### src/rtl/barrel_shifter.sv
// Registered WIDTH-bit barrel shifter/rotator built from log2(WIDTH) power-of-two mux stages.
// Define BARREL_PIPE2_EN to add a register after the shift-by-1/shift-by-2 stages (latency 2).

module barrel_stage #(
    parameter int WIDTH = 16,
    parameter int SH    = 1
) (
    input  logic [WIDTH-1:0] d,
    input  logic [2:0]       mode,
    input  logic             en,
    output logic [WIDTH-1:0] q
);
    always_comb begin
        q = d;
        if (en) begin
            case (mode)
                3'b000:  q = (d << SH) | (d >> (WIDTH - SH));
                3'b001:  q = (d >> SH) | (d << (WIDTH - SH));
                3'b010:  q = d << SH;
                3'b011:  q = d >> SH;
                3'b100:  q = $unsigned($signed(d) >>> SH);
                default: q = d;
            endcase
        end
    end
endmodule

module barrel_shifter #(
    parameter  int WIDTH = 16,
    localparam int SHW   = $clog2(WIDTH)
) (
    input  logic             clk,
    input  logic             rst,
    input  logic             in_valid,
    input  logic [WIDTH-1:0] A,
    input  logic [SHW-1:0]   C,
    input  logic [2:0]       mode,
    output logic [WIDTH-1:0] O,
    output logic             out_valid
);
`ifdef BARREL_PIPE2_EN
    localparam bit PIPE2 = 1'b1;
`else
    localparam bit PIPE2 = 1'b0;
`endif
    localparam int STAGES = PIPE2 ? 2 : 1;
    // Register cut sits after the shift-by-2 stage (or after the only stage when WIDTH=2).
    localparam int CUT    = (SHW > 1) ? 1 : 0;

    logic [WIDTH-1:0] sd [SHW+1];
    logic [WIDTH-1:0] so [SHW];
    logic [2:0]       sm [SHW];
    logic [SHW-1:0]   ab;
    logic [STAGES:0]  vld_pipe;

    assign sd[0] = A;

    for (genvar k = 0; k < SHW; k++) begin : g_stg
        barrel_stage #(.WIDTH(WIDTH), .SH(1 << k)) u_stage (
            .d    (sd[k]),
            .mode (sm[k]),
            .en   (ab[k]),
            .q    (so[k])
        );

        // Stages past the cut see mode/amount delayed to line up with their data.
        if (PIPE2 && k > CUT) begin : g_late
            logic [2:0] m_q;
            logic       a_q;
            always_ff @(posedge clk) begin
                if (rst) begin
                    m_q <= '0;
                    a_q <= 1'b0;
                end else begin
                    m_q <= mode;
                    a_q <= C[k];
                end
            end
            assign sm[k] = m_q;
            assign ab[k] = a_q;
        end else begin : g_early
            assign sm[k] = mode;
            assign ab[k] = C[k];
        end

        if (PIPE2 && k == CUT) begin : g_cut
            logic [WIDTH-1:0] d_q;
            always_ff @(posedge clk) begin
                if (rst) d_q <= '0;
                else     d_q <= so[k];
            end
            assign sd[k+1] = d_q;
        end else begin : g_pass
            assign sd[k+1] = so[k];
        end
    end

    assign vld_pipe[0] = in_valid;

    always_ff @(posedge clk) begin
        if (rst) begin
            vld_pipe[STAGES:1] <= '0;
            O                  <= '0;
        end else begin
            vld_pipe[STAGES:1] <= vld_pipe[STAGES-1:0];
            if (vld_pipe[STAGES-1]) O <= sd[SHW];
        end
    end

    assign out_valid = vld_pipe[STAGES];
endmodule

### config.mk
export PLATFORM = sky130hd
export DESIGN_NAME = barrel_shifter
export DESIGN_NICKNAME = d
export VERILOG_FILES = /design/src/rtl/barrel_shifter.sv
export SDC_FILE = /design/constraint.sdc
export NUM_CORES = 1
export LEC_CHECK = 0
export ABC_AREA = 1
export ABC_CLOCK_PERIOD_IN_PS = 2300
export CAP_MARGIN = 20
export CORE_MARGIN = 2
export CORE_UTILIZATION = 49
export CTS_BUF_LIST = sky130_fd_sc_hd__clkbuf_8
export CTS_CLUSTER_DIAMETER = 60
export DETAILED_ROUTE_END_ITERATION = 8
export PLACE_DENSITY = 0.82
export REMOVE_ABC_BUFFERS = 1
export SYNTH_ARGS = -nofsm -noshare
export SYNTH_HDL_FRONTEND = slang
export SYNTH_SLANG_ARGS = --single-unit
### constraint.sdc
create_clock -name clk -period 2.3 [get_ports clk]
set_clock_uncertainty 0.1 [all_clocks]
set_input_delay 0.46 -clock clk [delete_from_list [all_inputs] [get_ports clk]]
set_output_delay 0.46 -clock clk [all_outputs]
set_load 0.01 [all_outputs]
Word level (Yosys, flattened, before mapping)
Cells that the tools add are included.
Word-level totals
  register bits: 17
  output and inout port bits: 17
  logic and storage cells: 23
  bits of input ports: 26
Operators by class
  bitwise operators: 7
  multiplexer cells: 8
  equality and inequality tests: 4
  reductions and logical operators: 2
Operator list (number)
  16-bit one-hot mux with 5 select lines: 3
  16-bit 2-to-1 mux: 4
  16-bit one-hot mux with 4 select lines: 1
  12-bit by 16-bit bitwise OR with 16-bit output: 1
  14-bit by 16-bit bitwise OR with 16-bit output: 1
  15-bit by 16-bit bitwise OR with 16-bit output: 1
  16-bit by 1-bit bitwise OR with 16-bit output: 1
  16-bit by 2-bit bitwise OR with 16-bit output: 1
  16-bit by 4-bit bitwise OR with 16-bit output: 1
  16-bit by 8-bit bitwise OR with 16-bit output: 1
  3-bit by 2-bit equality test with 1-bit output, second input constant: 2
  3-bit by 1-bit equality test with 1-bit output, second input constant: 1
  3-bit equality test, second input constant: 1
  3-bit logical NOT: 1
  2-bit OR reduction: 1

Logic depth before layout (Yosys ltp)
Gate-level depths: netlist of the first run.
  word-level depth: 12
  mapped depth: 16
  depth with buffers taken out: 15

Modules after synthesis
From an unflattened synthesis of the first run, not the netlist that was laid out.
Second synthesis, totals
  cells, all modules: 521
  area total of the unflattened synthesis: 2688.8 µm²
By module, submodules not included
  barrel_shifter: area an instance 767.0 µm², sequential area each 340.3 µm², cells each 105, instances 1
  barrel_stage at g_stg[1].u_stage: area an instance 556.8 µm², sequential area each 0.0 µm², cells each 116, instances 1
  barrel_stage at g_stg[2].u_stage: area an instance 544.3 µm², sequential area each 0.0 µm², cells each 115, instances 1
  barrel_stage at g_stg[0].u_stage: area an instance 469.2 µm², sequential area each 0.0 µm², cells each 110, instances 1
  barrel_stage at g_stg[3].u_stage: area an instance 351.6 µm², sequential area each 0.0 µm², cells each 75, instances 1

Least setup slack after synthesis of the first run
OpenSTA, ideal clock, no wires.
  kind: input -> register
  start point: in mode[2]
  end point: reg O[8]
  path buffers: 2
  required time: 2068 ps
  data arrival time: 1838 ps
  library setup time: 132 ps
  path slack: 229 ps
  stages on the path: 15
  cell sequence: buf_4 > inv_1 > nor2_4 > nor2_4 > buf_6 > nand2_1 > nand3_1 > nand3_1 > nand3_1 > nand3_1 > nand3_1 > nand3_1 > nand2_1 > nand3_1 > a21oi_1
Between the ends
  longest elaborated chain between the ends: 12
  elaborated cells between the ends (all ways): 19
  classes of those cells: eq/ne: 4; mux: 8; bitwise: 5; reduce/logical: 2
Ends and longest elaborated chain
  start: declaration: RTL line 37  | input logic [2:0] mode,
  3-bit equality test (tied with other cells): RTL line 16  | case (mode)
  16-bit one-hot mux with 5 select lines: RTL line 16
  16-bit 2-to-1 mux: RTL line 15  | if (en) begin
  14-bit by 16-bit bitwise OR with 16-bit output / 16-bit by 2-bit bitwise OR with 16-bit output (equally long branches): RTL line 18, 17
  16-bit one-hot mux with 5 select lines: RTL line 16
  16-bit 2-to-1 mux: RTL line 15
  12-bit by 16-bit bitwise OR with 16-bit output / 16-bit by 4-bit bitwise OR with 16-bit output (equally long branches): RTL line 18, 17
  16-bit one-hot mux with 5 select lines: RTL line 16
  16-bit 2-to-1 mux: RTL line 15
  16-bit by 8-bit bitwise OR with 16-bit output: RTL line 17, 18
  16-bit one-hot mux with 4 select lines: RTL line 16
  16-bit 2-to-1 mux (*): RTL line 15
  end signal: assignment: RTL line 106  | if (vld_pipe[STAGES-1]) O <= sd[SHW];
  end: declaration: RTL line 38  | output logic [WIDTH-1:0] O,
Every way passes the cells marked *; elsewhere a longest branch is shown, timed or not.
A chain may end at the register's enable or synchronous reset.

Worst setup path after layout of the first run
  start point: in mode[1]
  end point: reg O[0]
The elaborated chain is that of the path after synthesis.

==> metrics.md, run 1 <==
| Metric | Value |
|---|---|
| IO Port Bufs | 42 |
| Cells after synthesis | between 400 and 500 |
| CTS max path bufs | 2 |
| Layout cells sized above 1 | 12.83% |
| Final hold violations | 0 |
| GRT Resource Usage Total | 28.34% |
| Vias per std cell | 5.687 |
| Post-synth top area cell | nand2_1 |
| Post-synth top area share | 29.88% |
| Hold-fix buffers, CTS | 0 |
| Total chip power | approximately 1.2 mW |
| Fin crit period | between 2 and 2.5 ns |
| CP Launch Type | input pin |
| Total Nets Final | 518 |
| Worst hold path class | reg2reg |
| Post-DP Area | 2791 um^2 |
| Die area | slightly above 5000 um^2 |
| Top-Level Pins | 43 |
| Clk_lat worst skew | ~0.25 ns |
| Pre-Repair DR Iteration Count | 5 |
| Relative slew slack | 69.11% |
| Syn Area/Cell | 5.089 um^2 |
| Critical Path RT | 2.34 ns |
| FP Rows | 24 |
| DRT iter0 DRCs | 305 |
| Largest net degree at the start of global routing | 27 |
| Final period utilization | 93.01% |
| Residual DRC count | 0 |
| Antenna-violating nets left | 0 |
| # diodes | 0 |
| Yosys cell types | 23 |
| Area of the multi-input gates | 1687 um^2 |
| Core Box Area | approximately 4300 um^2 |
| Post-DP HPWL | between 5 and 6 mm |
| Max Cap Viol | 0 |
| Die width | 70.98 um |
| Root Buffer | clkbuf_8 |
| Area growth, synth to finish | 32.27% |
| First-pass GRT wire length | 12.01 mm |
| Tightest Pin Transition | around 0.46 ns |
| Setup crit end kind | flip-flop |
| H-tree Lvls | 1 |
| Crit-path max FO | 7 |
| Leak Pwr | 1.487 nW |
| Fill cells | 431 |
| Mapped cell area | 2198 um^2 |
| Final WL | roughly 7.1 mm |
| Kind of critical path | in2reg |
| GPL Wtd Cong | 0.9593 |
| Final setup viols | 0 |
| CTS tree | yes |
| Yosys warns | 0 |
| Num CTS Buffers | 3 |
| FMAX | around 470 MHz |
| Starting Density | between 50% and 60% |
| Sink Count | 17 |
| Pwr dens | 406.8 nW/um^2 |
| Peak supply drop | approximately 0.4 mV |
| Clock slew at reported path FFs | 0.06 ns |
| Die H | 70.98 um |
| Seq/Total Area, Yosys | 15.48% |
| Worst Path Arrival | 2.18 ns |
| Yosys reg bits | 17 |
| GRT Residual Overflow | 0 |
| Final Cell Area | a little under 3000 um^2 |
| Drt wl/cell | 13.10 um |
| Sequential Area | 340.3 um^2 |
| Vias | ~3,100 |
| Outcome | completed |
| Pins Over Slew Limit | 0 |
| Largest cells by area after synthesis | nand2_1 30%, nand3_1 29%, dfxtp_1 15% |
| Via count of the first global-routing pass | 2,831 |
| Initial antenna violation count | 0 |
routing by layer:
metal / vias up / track usage [%] / part of all wire (%)
met3: 11 / 3.989 / 7.7
met4: 0 / 3.774 / 0.86
met5: - / 0 / 0
met2: 142 / 50.16 / 49
met1: 1402 / 37.57 / 43
li1: 1533 / - / -
registers in the layout, indices dropped and copies added (netlist names):
register and flops:
out_valid 1, O 16
cells in the mapped netlist:
master,number
o21ai_1,5
inv_2,3
a21oi_1,18
buf_6,2
inv_4,1
clkbuf_1,5
buf_2,7
nor2_1,25
nand2_2,1
or2_1,1
nor2_4,5
buf_4,3
o21ai_0,1
nand3_1,127
nand4_1,1
nor3_2,1
buf_1,3
o21ai_2,3
nand2_1,175
nor2_2,3
dfxtp_1,17
clkinv_1,1
inv_1,24
critical path: stages:
cell           delay (ns)
dlygate4sd2_1        0.31
nor2_4               0.07
nor2_4               0.25
nor2_4               0.11
or2_1                0.28
nand3_1              0.10
nand3_1              0.11
nand3_1              0.09
nand3_1              0.11
nand2_1              0.08
nand2_1              0.05
nand3_1              0.10
a21oi_1              0.06
logic make-up (layout without fill, tap and decap cells):
logic type / after synthesis / after routing / synth area share [%]
buf+inv: 49 / 107 / 10.07
compound gates: 27 / 27 / 6.659
simple gates: 339 / 340 / 67.79
flops: 17 / 17 / 15.48
report_power, final:
group	total (mW)	switching [mW]	internal [mW]	leakage, nW
Sequential	0.333	0.0127	0.320	0.140
Combinational	0.632	0.372	0.259	1.32
Clock	0.219	0.0988	0.120	0.0255
worst paths after layout:
check | startpoint | to | slack, ns | depth (start not counted)
worst max-delay path | mode[1] | O[0] | 0.16 | 13
worst min-delay path | O[0] | O[0] | 0.36 | 2
worst max register to register | O[7] | O[7] | 1.52 | 4
worst min register to register | O[0] | O[0] | 0.36 | 2
cell type report:
cell class	instances	area share, %
timing repair buffer	74	22.55
clock buffer	3	1.420
clock inverter	1	0.1721
sequential	17	11.70
tap	52	2.238
inverter	29	3.916
multi-input combinational	367	58.00
repair_timing:
item                                    4_1_cts  5_1_grt
gates cloned                                  0        1
endpoints found under the setup margin       16       16
pin swaps                                     0        8
hold endpoints to repair                      0        0
resized for setup                             3       18
setup buffers                                 0        3
metrics by stage:
stage	worst slack [ns]	setup TNS [ns]	hold WS (ns)	utilization, %	cells
floorplan	0.05318	0	0.3839	-	412
global placement	-0.3464	-5.117	0.3548	64.55	535
detailed placement	-0.3900	-5.792	0.3607	64.55	535
CTS	0.1017	0	0.3705	65.54	539
global route	-0.004668	-0.006267	0.3909	67.25	543
finish	0.1608	0	0.3648	67.25	543
cells in the final DEF, fill, tap and decap left out, types with 7 or more instances in the layout:
cell type,synthesis,final
a21oi_1,18,18
nor2_1,25,25
nand2_1,175,173
nor2_4,5,7
inv_1,24,24
clkdlybuf4s50_1,0,38
nand3_1,127,123
dfxtp_1,17,17
buf_4,3,31
Note: power is estimated with default switching activity, not from simulation.
==> inputs of run 2 (changes only) <==
ABC_CLOCK_PERIOD_IN_PS = 2700   (was 2300)
CORE_UTILIZATION = 40   (was 49)
PLACE_DENSITY = 0.7   (was 0.82)
clock period = 2.7 ns   (was 2.3 ns; I/O delays follow)
==> run 2 against run 1 <==
  * Final cell count grew 2.4%
  * Sequential power is 15% lower
  * Sequential cell count unchanged
  * Clock power decreased by 7%
  * Critical endpoint is now O[1]
==> metrics.md, run 2 (synthesis results as in run 1) <==
| Metric | Value |
|---|---|
| Area growth, synth to finish | 32.44% |
| Initial antenna violation count | 0 (unchanged) |
| Final WS setup | 0.1246 ns (-0.03622 ns) |
| Pins Over Slew Limit | 0 (unchanged) |
| Post-DP Area | 2816 um^2 (+0.90%) |
| Root Buffer | clkbuf_8 |
| CTS max path bufs | 2 (unchanged) |
| Max Cap Viol | 0 (unchanged) |
| Clk_lat worst skew | 0.26 ns (about the same) |
| Combinational Power Share | 52.4% (-1.0 points) |
| Starting Density | 42.24% (-8.6 points) |
| Psw | 0.4250 mW (-12%) |
| Vias per std cell | 5.428 (-4.6%) |
| FP Rows | 26 (+8.3%) |
| Final Cell Area | 2912 um^2 (+0.13%) |
| Most frequent CP cell | nand3_1 |
| CP Launch Type | input pin |
| R2R setup slack | 1.89 ns (+0.37 ns) |
| Relative slew slack | 59.31% (-9.8 points) |
| Leading cell type in the layout, fill and taps excluded | nand2_1 |
| Pint | 0.5990 mW (-14%) |
| Critical Path RT | 2.76 ns (+0.42 ns) |
| Outcome | completed |
| Die area | 6105 um^2 (+21%) |
| Most frequent cells in the layout | 175 x nand2_1, 127 x nand3_1, 40 x clkdlybuf4s50_1 |
| Top-Level Pins | 43 (unchanged) |
| IO Port Bufs | 42 (unchanged) |
| Pwr dens | 351.7 nW/um^2 (-14%) |
| Sink Count | 17 (unchanged) |
| GPL Wtd Cong | 0.9282 (-3.2%) |
| Worst Path Arrival | 2.64 ns (+0.46 ns) |
| Post-DP HPWL | 5.719 mm (+1.7%) |
| DR WL met2 | 3.394 mm (-2.0%) |
| Reg-to-Reg End | O[1] |
| Layout cells sized above 1 | 10.08% (-2.7 points) |
| GRT Residual Overflow | 0 (unchanged) |
| Reg-to-reg startpoint | O[1] |
| Reg2reg path depth | 2 (-2) |
| Drt wl/cell | 13.21 um (+0.85%) |
| Final setup viols | 0 (unchanged) |
| Hold_sp | O[9] |
| Pre-Repair DR Iteration Count | 5 (unchanged) |
| Crit-path max FO | 6 (-1) |
| Largest net degree at the start of global routing | 27 (unchanged) |
| Reg with most FFs | O |
| Uppermost layer routed | met4 |
| CTS tree | yes |
| Pre-CTS setup slack | -0.09997 ns (+0.2901 ns) |
| H-tree Lvls | 1 (unchanged) |
| Final period utilization | 95.39% |
| TNS Setup | 0 ns (unchanged) |
| Clock slew at reported path FFs | 0.07 ns (about the same) |
| Hold-fix buffers, CTS | 0 (unchanged) |
| First-pass GRT wire length | 12.56 mm (+4.6%) |
| Hold Crit Depth | 2 (unchanged) |
| FMAX | 388.3 MHz |
| Max incr delay on CP | 0.58 ns (+0.27 ns) |
| Leak Pwr | 1.467 nW (-1.3%) |
| Tightest Pin Transition | 0.6084 ns (+0.1478 ns) |
| Fin crit period | 2.575 ns |
| Residual DRC count | 0 (unchanged) |
| RSZ-0062 raised after global routing | true |
| Vias | 3,018 (-2.3%) |
| Antenna-violating nets left | 0 (unchanged) |
| Final WL | 7.343 mm (+3.3%) |
| Kind of critical path | in2reg |
| Setup crit end kind | flip-flop |
| Clk pwr share | 19.9% (+1.4 points) |
| Worst hold endpoint | O[9] |
| Via count of the first global-routing pass | 2,834 (+0.11%) |
| # diodes | 0 (unchanged) |
| Die width | 78.14 um (+10%) |
| Die H | 78.14 um (+10%) |
| Worst hold path class | reg2reg |
| Register share of total power | 27.7% (-0.4 points) |
| Total chip power | 1.024 mW (-13%) |
| DRT iter0 DRCs | 274 (-10%) |
| GRT Resource Usage Total | 24.77% (-3.6 points) |
| Peak supply drop | 0.2309 mV (-44%) |
| Num CTS Buffers | 3 (unchanged) |
| Met1 wire length | 3.362 mm (+11%) |
| Met3 wire length | 482 um (-12%) |
| Core Box Area | 5205 um^2 (+20%) |
| Sw Ratio | 41.50% (+0.63 points) |
| Crit path max-delay cell type | clkdlybuf4s50_1 |
| CP cell instances | clkdlybuf4s50_1 -> nor2_2 -> nor2_4 -> nor2_4 -> buf_4 -> nand3_1 -> nand3_1 -> nand2_1 -> nand3_1 -> nand3_1 -> nand3_1 -> nand2_1 -> nand3_1 -> a21oi_1 |
| Final hold violations | 0 (unchanged) |
| Total Nets Final | 513 (-0.97%) |
| Max FFs per register | 16 (unchanged) |
[run 2: cell types whose count changed in the layout (fill, tap and decap cells not counted), moves of 2 or more]
cell | before | now
nand2_1 | 173 | 175
o21ai_2 | 4 | 2
nand3_2 | 4 | 0
nand3_1 | 123 | 127
buf_12 | 0 | 3
clkbuf_2 | 2 | 0
buf_4 | 31 | 24
clkdlybuf4s50_1 | 38 | 40
[run 2: per-layer routing]
layer / global-route usage [%] / vias up
met2: 41.98 / 118
li1: - / 1521
met4: 7.193 / 0
met3: 2.644 / 10
met1: 33.22 / 1369
met5: 0 / -
[run 2: critical path: cells and delay by family]
kind                   cells  cell delay (ns)
AOI/OAI and AO/OA          1             0.18
and+or+nand+nor           11             1.19
buffers and inverters      2             0.72
[run 2: timing repair]
item                                    4_1_cts  5_1_grt
buffers inserted                              0        1
endpoints found under the setup margin        0       12
resized for setup                             0        6
[run 2: worst max-delay path by stage]
stage          endpoint  depth (start not counted)     from
3_3_place_gp       O[4]                         15  mode[0]
4_1_cts            O[1]                         14  mode[2]
2_1_floorplan      O[3]                         15  mode[0]
5_1_grt           O[12]                         14  mode[1]
6_report           O[1]                         14  mode[1]
3_5_place_dp      O[12]                         14  mode[0]
[run 2: metrics by stage]
stage	std cells	util, %	hold slack [ns]
final	556	55.94	0.3656
after CTS	554	55.05	0.3688
after global routing	556	55.94	0.3879
after detailed placement	550	54.11	0.3580
after floorplan	412	-	0.3839
after global placement	550	54.11	0.3553
[run 2: power by group through the flow]
stage / logic [mW] / clock network (mW) / registers [mW]
3_3_place_gp: 0.517 / 0 / 0.288
5_1_grt: 0.602 / 0.220 / 0.286
4_1_cts: 0.523 / 0.210 / 0.284
6_report: 0.536 / 0.204 / 0.284
3_5_place_dp: 0.521 / 0 / 0.289
2_1_floorplan: 0.299 / 0 / 0.298
[run 2: final cells by class]
cell class                 count  area [um^2]
inverter                      29        113.9
fill                         550         2293
clock inverter                 1        7.507
tap                           70        87.58
timing repair buffer          69        665.6
multi-input combinational    367         1655
clock buffer                   3        41.29
sequential                    17        340.3
